[src/rtl/result_packetizer_pkg.sv]
// Shared framing constants and FSM encoding for the result packetizer.
// Byte indices follow the on-wire order of the 9-byte packet.
package result_packetizer_pkg;

    localparam logic [7:0] PKT_SYNC0 = 8'hA5;
    localparam logic [7:0] PKT_SYNC1 = 8'h5A;
    localparam int         PKT_LEN   = 9;

    typedef enum logic {
        IDLE = 1'b0,
        SEND = 1'b1
    } state_t;

    localparam logic [3:0] IDX_SYNC0  = 4'd0;
    localparam logic [3:0] IDX_SYNC1  = 4'd1;
    localparam logic [3:0] IDX_SEQ    = 4'd2;
    localparam logic [3:0] IDX_HR_H   = 4'd3;
    localparam logic [3:0] IDX_HR_M   = 4'd4;
    localparam logic [3:0] IDX_HR_L   = 4'd5;
    localparam logic [3:0] IDX_SPO2_H = 4'd6;
    localparam logic [3:0] IDX_SPO2_L = 4'd7;
    localparam logic [3:0] IDX_CSUM   = 4'(PKT_LEN - 1);

endpackage

[src/rtl/result_packetizer_fifo.sv]
// Small synchronous result FIFO with registered read port.
// Pointers carry an extra wrap bit to tell full from empty.
module result_packetizer_fifo #(
    parameter int WIDTH = 34,
    parameter int DEPTH = 4
) (
    input  logic             clk,
    input  logic             reset,
    input  logic             push,
    input  logic             pop,
    input  logic [WIDTH-1:0] din,
    output logic [WIDTH-1:0] dout,
    output logic             full,
    output logic             empty
);

    localparam int AW = $clog2(DEPTH);

    logic [WIDTH-1:0] mem [DEPTH];
    logic [AW:0]      wptr;
    logic [AW:0]      rptr;

    always_ff @(posedge clk) begin
        if (reset) begin
            wptr <= '0;
            rptr <= '0;
            dout <= '0;
        end else begin
            if (push) begin
                wptr <= wptr + 1'b1;
            end
            if (pop) begin
                dout <= mem[rptr[AW-1:0]];
                rptr <= rptr + 1'b1;
            end
        end
    end

    // Storage needs no reset; a simultaneous push into a full slot reads old data first.
    always_ff @(posedge clk) begin
        if (push) begin
            mem[wptr[AW-1:0]] <= din;
        end
    end

    assign empty = (wptr == rptr);
    assign full  = (wptr[AW] != rptr[AW]) &&
                   (wptr[AW-1:0] == rptr[AW-1:0]);

endmodule

[src/rtl/result_packetizer.sv]
// Buffers HR/SpO2 results and frames each one as a checksummed 9-byte packet.
// Results arriving into a full FIFO are dropped and counted instead of stalling.
module result_packetizer
    import result_packetizer_pkg::*;
#(
    parameter int         DEPTH  = 4,
    parameter int         HR_W   = 24,
    parameter int         SPO2_W = 10,
    parameter logic [7:0] SYNC0  = PKT_SYNC0,
    parameter logic [7:0] SYNC1  = PKT_SYNC1
) (
    input  logic              clk,
    input  logic              reset,
    input  logic              in_valid,
    input  logic [HR_W-1:0]   in_hr,
    input  logic [SPO2_W-1:0] in_spo2,
    input  logic              stream_en,
    output logic [7:0]        out_byte,
    output logic              out_valid,
    input  logic              out_ready,
    output logic              busy,
    output logic              overflow,
    output logic [7:0]        drop_count
);

    localparam int W = HR_W + SPO2_W;

    state_t            state;
    state_t            state_nx;
    logic [3:0]        idx;
    logic [7:0]        seq;
    logic [7:0]        csum;
    logic              fifo_full;
    logic              fifo_empty;
    logic              start;
    logic              push;
    logic              drop;
    logic              xfer;
    logic              last;
    logic [W-1:0]      hold;
    logic [HR_W-1:0]   hr_f;
    logic [SPO2_W-1:0] spo2_f;
    logic [23:0]       hr_x;
    logic [15:0]       spo2_x;

    // The FIFO's registered read port doubles as the packet holding register.
    result_packetizer_fifo #(
        .WIDTH (W),
        .DEPTH (DEPTH)
    ) u_fifo (
        .clk   (clk),
        .reset (reset),
        .push  (push),
        .pop   (start),
        .din   ({in_hr, in_spo2}),
        .dout  (hold),
        .full  (fifo_full),
        .empty (fifo_empty)
    );

    assign {hr_f, spo2_f} = hold;
    assign hr_x   = 24'(hr_f);
    assign spo2_x = 16'(spo2_f);

    assign start = (state == IDLE) && stream_en && !fifo_empty;
    assign push  = in_valid && (!fifo_full || start);
    assign drop  = in_valid && fifo_full && !start;
    assign xfer  = out_valid && out_ready;
    assign last  = (idx == IDX_CSUM);

    always_ff @(posedge clk) begin
        if (reset) begin
            state <= IDLE;
        end else begin
            state <= state_nx;
        end
    end

    always_comb begin
        state_nx = state;
        unique case (state)
            IDLE: if (start) state_nx = SEND;
            SEND: if (xfer && last) state_nx = IDLE;
            default: state_nx = IDLE;
        endcase
    end

    always_comb begin
        out_valid = (state == SEND);
        busy      = (state == SEND);
        out_byte  = 8'h00;
        if (state == SEND) begin
            unique case (idx)
                IDX_SYNC0:  out_byte = SYNC0;
                IDX_SYNC1:  out_byte = SYNC1;
                IDX_SEQ:    out_byte = seq;
                IDX_HR_H:   out_byte = hr_x[23:16];
                IDX_HR_M:   out_byte = hr_x[15:8];
                IDX_HR_L:   out_byte = hr_x[7:0];
                IDX_SPO2_H: out_byte = spo2_x[15:8];
                IDX_SPO2_L: out_byte = spo2_x[7:0];
                IDX_CSUM:   out_byte = csum;
                default:    out_byte = 8'h00;
            endcase
        end
    end

    always_ff @(posedge clk) begin
        if (reset) begin
            idx        <= '0;
            seq        <= '0;
            csum       <= '0;
            overflow   <= 1'b0;
            drop_count <= '0;
        end else begin
            if (start) begin
                idx  <= '0;
                csum <= '0;
            end else if (xfer) begin
                idx <= last ? 4'd0 : idx + 4'd1;
                if (idx >= IDX_SEQ && idx <= IDX_SPO2_L) begin
                    csum <= csum + out_byte;
                end
                if (last) begin
                    seq <= seq + 8'd1;
                end
            end
            if (drop) begin
                overflow <= 1'b1;
                if (drop_count != 8'hFF) begin
                    drop_count <= drop_count + 8'd1;
                end
            end
        end
    end

endmodule

[config.mk]
export PLATFORM = sky130hd
export DESIGN_NAME = result_packetizer
export DESIGN_NICKNAME = d
export VERILOG_FILES = /design/src/rtl/result_packetizer_pkg.sv /design/src/rtl/result_packetizer_fifo.sv /design/src/rtl/result_packetizer.sv
export SDC_FILE = /design/constraint.sdc
export NUM_CORES = 1
export LEC_CHECK = 0
export ABC_CLOCK_PERIOD_IN_PS = 4400
export CORE_MARGIN = 3
export CORE_UTILIZATION = 45
export DETAILED_ROUTE_END_ITERATION = 8
export GPL_TIMING_DRIVEN = 0
export PLACE_DENSITY = 0.76
export SLEW_MARGIN = 40
export SYNTH_ARGS = -nofsm -noshare
export SYNTH_HDL_FRONTEND = slang
export SYNTH_SLANG_ARGS = --single-unit
[constraint.sdc]
create_clock -name clk -period 4.4 [get_ports clk]
set_clock_uncertainty 0.05 [all_clocks]
set_input_delay 0.66 -clock clk [delete_from_list [all_inputs] [get_ports clk]]
set_output_delay 0.66 -clock clk [all_outputs]
set_load 0.05 [all_outputs]
==> impl_metrics.toml, run 1 <==
[clock_network]
cts_setup_buffers = 0
cts_buffers = 23
cts-hold-fix-buffers = 0
cts_root_buffer = "clkbuf_16"
cts_num_sinks = 206
clkLatencyLatePin_ps = 510
clockBufferDepth = 3
htreeDepth = 1
cts_resized = 0
path_clk_slew_ps = 60
cts_tree = "built"

[floorplanning]
die_area_um2 = 20700
io_pins = 58
die_y_um = 144
core-area_um2 = 18300
die_w_um = 144
rows = 49
start_util_pct = 46.7

[finish]
mostFrequentLayoutCell = "edfxtp_1"
fillCellCount = 1483
syn_to_final_growth_pct = 19.5
n_antenna_cell = 0
nets = 768
drive_gt1_share_pct = 14.4
mostFrequentLayoutCells = "edfxtp_1, nand2_1, dfxtp_1, a21oi_1, clkdlybuf4s50_1"

[timing]
max_freq_mhz = 246
period_minus_slack_ps = 4070
setup_viol = 0
tightest_slew_ps = 680
setup_tns_ps = 0
fin_crit_sh_pct = 92.5
relSlewSlack_pct = 54.3
grt_setup_unrepaired = "false"
hold_viol_final = 0
slew_viol_final = 0

[place]
gp_routability_congestion = 0.882
dpl.hpwl_um = 11900
port_buffers = 57

[synth]
syn_nets = 686
synth_async_sr_flop_share_pct = 0
syn_avg_cell_area_um2 = 13.6
synth-edff-count = 136
synth_area_um2 = 8540
synth_top_area_cell = "edfxtp_1"
synthTopCellsByArea = "edfxtp_1, dfxtp_1, mux4_2"
ys_ff_latch = 206
ys_warn_count = 0
yosysTopAreaCellShare_pct = 47.8
synth_cell_types = 62
ys_seq_area_share_pct = 64.2
synth_cells = 628
ys.flop_type = "edfxtp_1"

[setup_path]
criticalPathCategory = "register to primary output"
crit_required_ps = 3690
cp_max_fo = 10
critPathCaptureType = "primary output"
rr_startpoint = "idx[1]"
slowest_delay_ps = 840
path_cells = "inv_1, ha_1, clkbuf_1, a22oi_1, a311oi_1, a21oi_1, nor2_1, clkdlybuf4s50_1"
arrival_ps = 3360
slowest_stage = "clkdlybuf4s50_1"
cp-startpoint = "idx[1]"
start_kind = "register"

[detailed_routing]
wl_per_cell_um = 18.2
drt-vias-per-instance = 5.52
drt_wl_total_um = 17400
ant_nets = 0
vias = 5273
drtPass1Iterations = 6
drc_errors = 0
drt_iter0_markers = 430

[pwr]
power_w = 0.00491
power.leakage_nw = 3.42
power_density_nw_per_um2 = 481
ir_worst_vdd_v = 0.000392

[global_route]
grt_usage_pct = 17.0
grt_pass1_vias = 5424
antenna_found_initial = 0
grt_max_degree = 36
overflow = 0
grt_first_pass_wirelength_um = 28000

[min_path]
hold_start = "u_fifo.dout[23]"
hp-class = "register to register"

[flow_run]
drv_cap = 0

[outcome]
status = "completed"
[power by group]
group / switching [W] / internal (W)
logic: 0.000388 / 0.000307
registers: 0.0000648 / 0.00219
clock network: 0.000751 / 0.00121
total: 0.00120 / 0.00371
[metal layers]
metal,part of all wire (%),vias up,GRT usage (%),wire (µm)
li1,-,2522,-,-
met1,46,2611,23.7,7970
met2,48,114,28.3,8450
met3,3.9,26,2.33,684
met4,1.9,0,4.81,331
met5,0,-,0,0
[registers in the layout, indices dropped and copies added (netlist names)]
| register | count |
|---|---|
| seq | 8 |
| u_fifo.rptr | 3 |
| csum | 8 |
| idx | 4 |
| u_fifo.mem | 136 |
| u_fifo.dout | 34 |
| overflow | 1 |
| busy | 1 |
| u_fifo.wptr | 3 |
| drop_count | 8 |
[critical path, delay by kind of cell, from the launching register on]
kind / cells / cell delay (ps)
buf+inv: 3 / 1390
compound gates: 3 / 730
flops: 1 / 360
simple gates: 1 / 190
fa+ha+maj: 1 / 180
[synthesized netlist by cell type, drive strengths merged, types with 2 or more instances]
cell type  count
nand2b         5
and3           2
edfxtp       136
nand2         87
xnor2         12
ha            18
a22o           2
a21oi         58
a21o           3
or3            3
nor2          41
a311oi         2
nor4           3
mux2i          9
nor3           8
o31ai          2
a211oi         3
mux4          34
a31oi          2
buf           21
o22ai          2
and2           4
clkbuf        13
o21ai          9
a22oi          5
a222oi         3
inv           13
nor2b          3
dfxtp         70
or4            2
xor2           9
nand3         14
a221oi         5
nand4          5
[cell type report]
class	count	area (µm²)	area share (%)
multi-input cells	374	2850	27.9
inverters	14	52.6	0.515
clock inverters	13	158	1.55
flip-flops and latches	206	5490	53.8
clock buffers	29	638	6.26
well taps	229	287	2.81
repair buffers	57	571	5.59
plain buffers	34	163	1.59
[kinds of logic after synthesis]
| group | after synthesis | synth area share (%) |
|---|---|---|
| simple gates | 182 | 9.63 |
| fa+ha+maj | 19 | 2.87 |
| xor+xnor | 21 | 2.59 |
| mux | 44 | 10.2 |
| compound gates | 108 | 7.99 |
| flops | 206 | 64.2 |
| buf+inv | 48 | 2.52 |
[worst paths after layout]
path,to,slack [ps],cells after the start
setup / recovery,out_byte[0],330,8
hold / removal,u_fifo.dout[23],410,2
setup reg to reg,csum[7],430,14
hold reg to reg,u_fifo.dout[23],410,2
[per-stage QoR]
step                      utilization (%)  setup slack (ps)  hold slack (ps)  instance area [µm²]  cells
after detailed placement             51.5               467              397                 9410    914
after floorplan                         -               493              383                 8540    628
final                                55.8               330              407                10200    956
after global placement               51.4               488              397                 9400    914
after CTS                            55.8               390              405                10200    956
after global routing                 55.8               190              432                10200    956
(Power assumes the default switching activity.)
==> run 2: changes to the inputs <==
SKIP_LAST_GASP = 1   (was unset)
==> results of run 2 <==
Final layout, timing and power as in run 1 (identical DEF).
==> run 3: changes to the inputs <==
HOLD_SLACK_MARGIN = 0.1   (was unset)
==> results of run 3 <==
Final layout, timing and power as in run 1 (identical DEF).
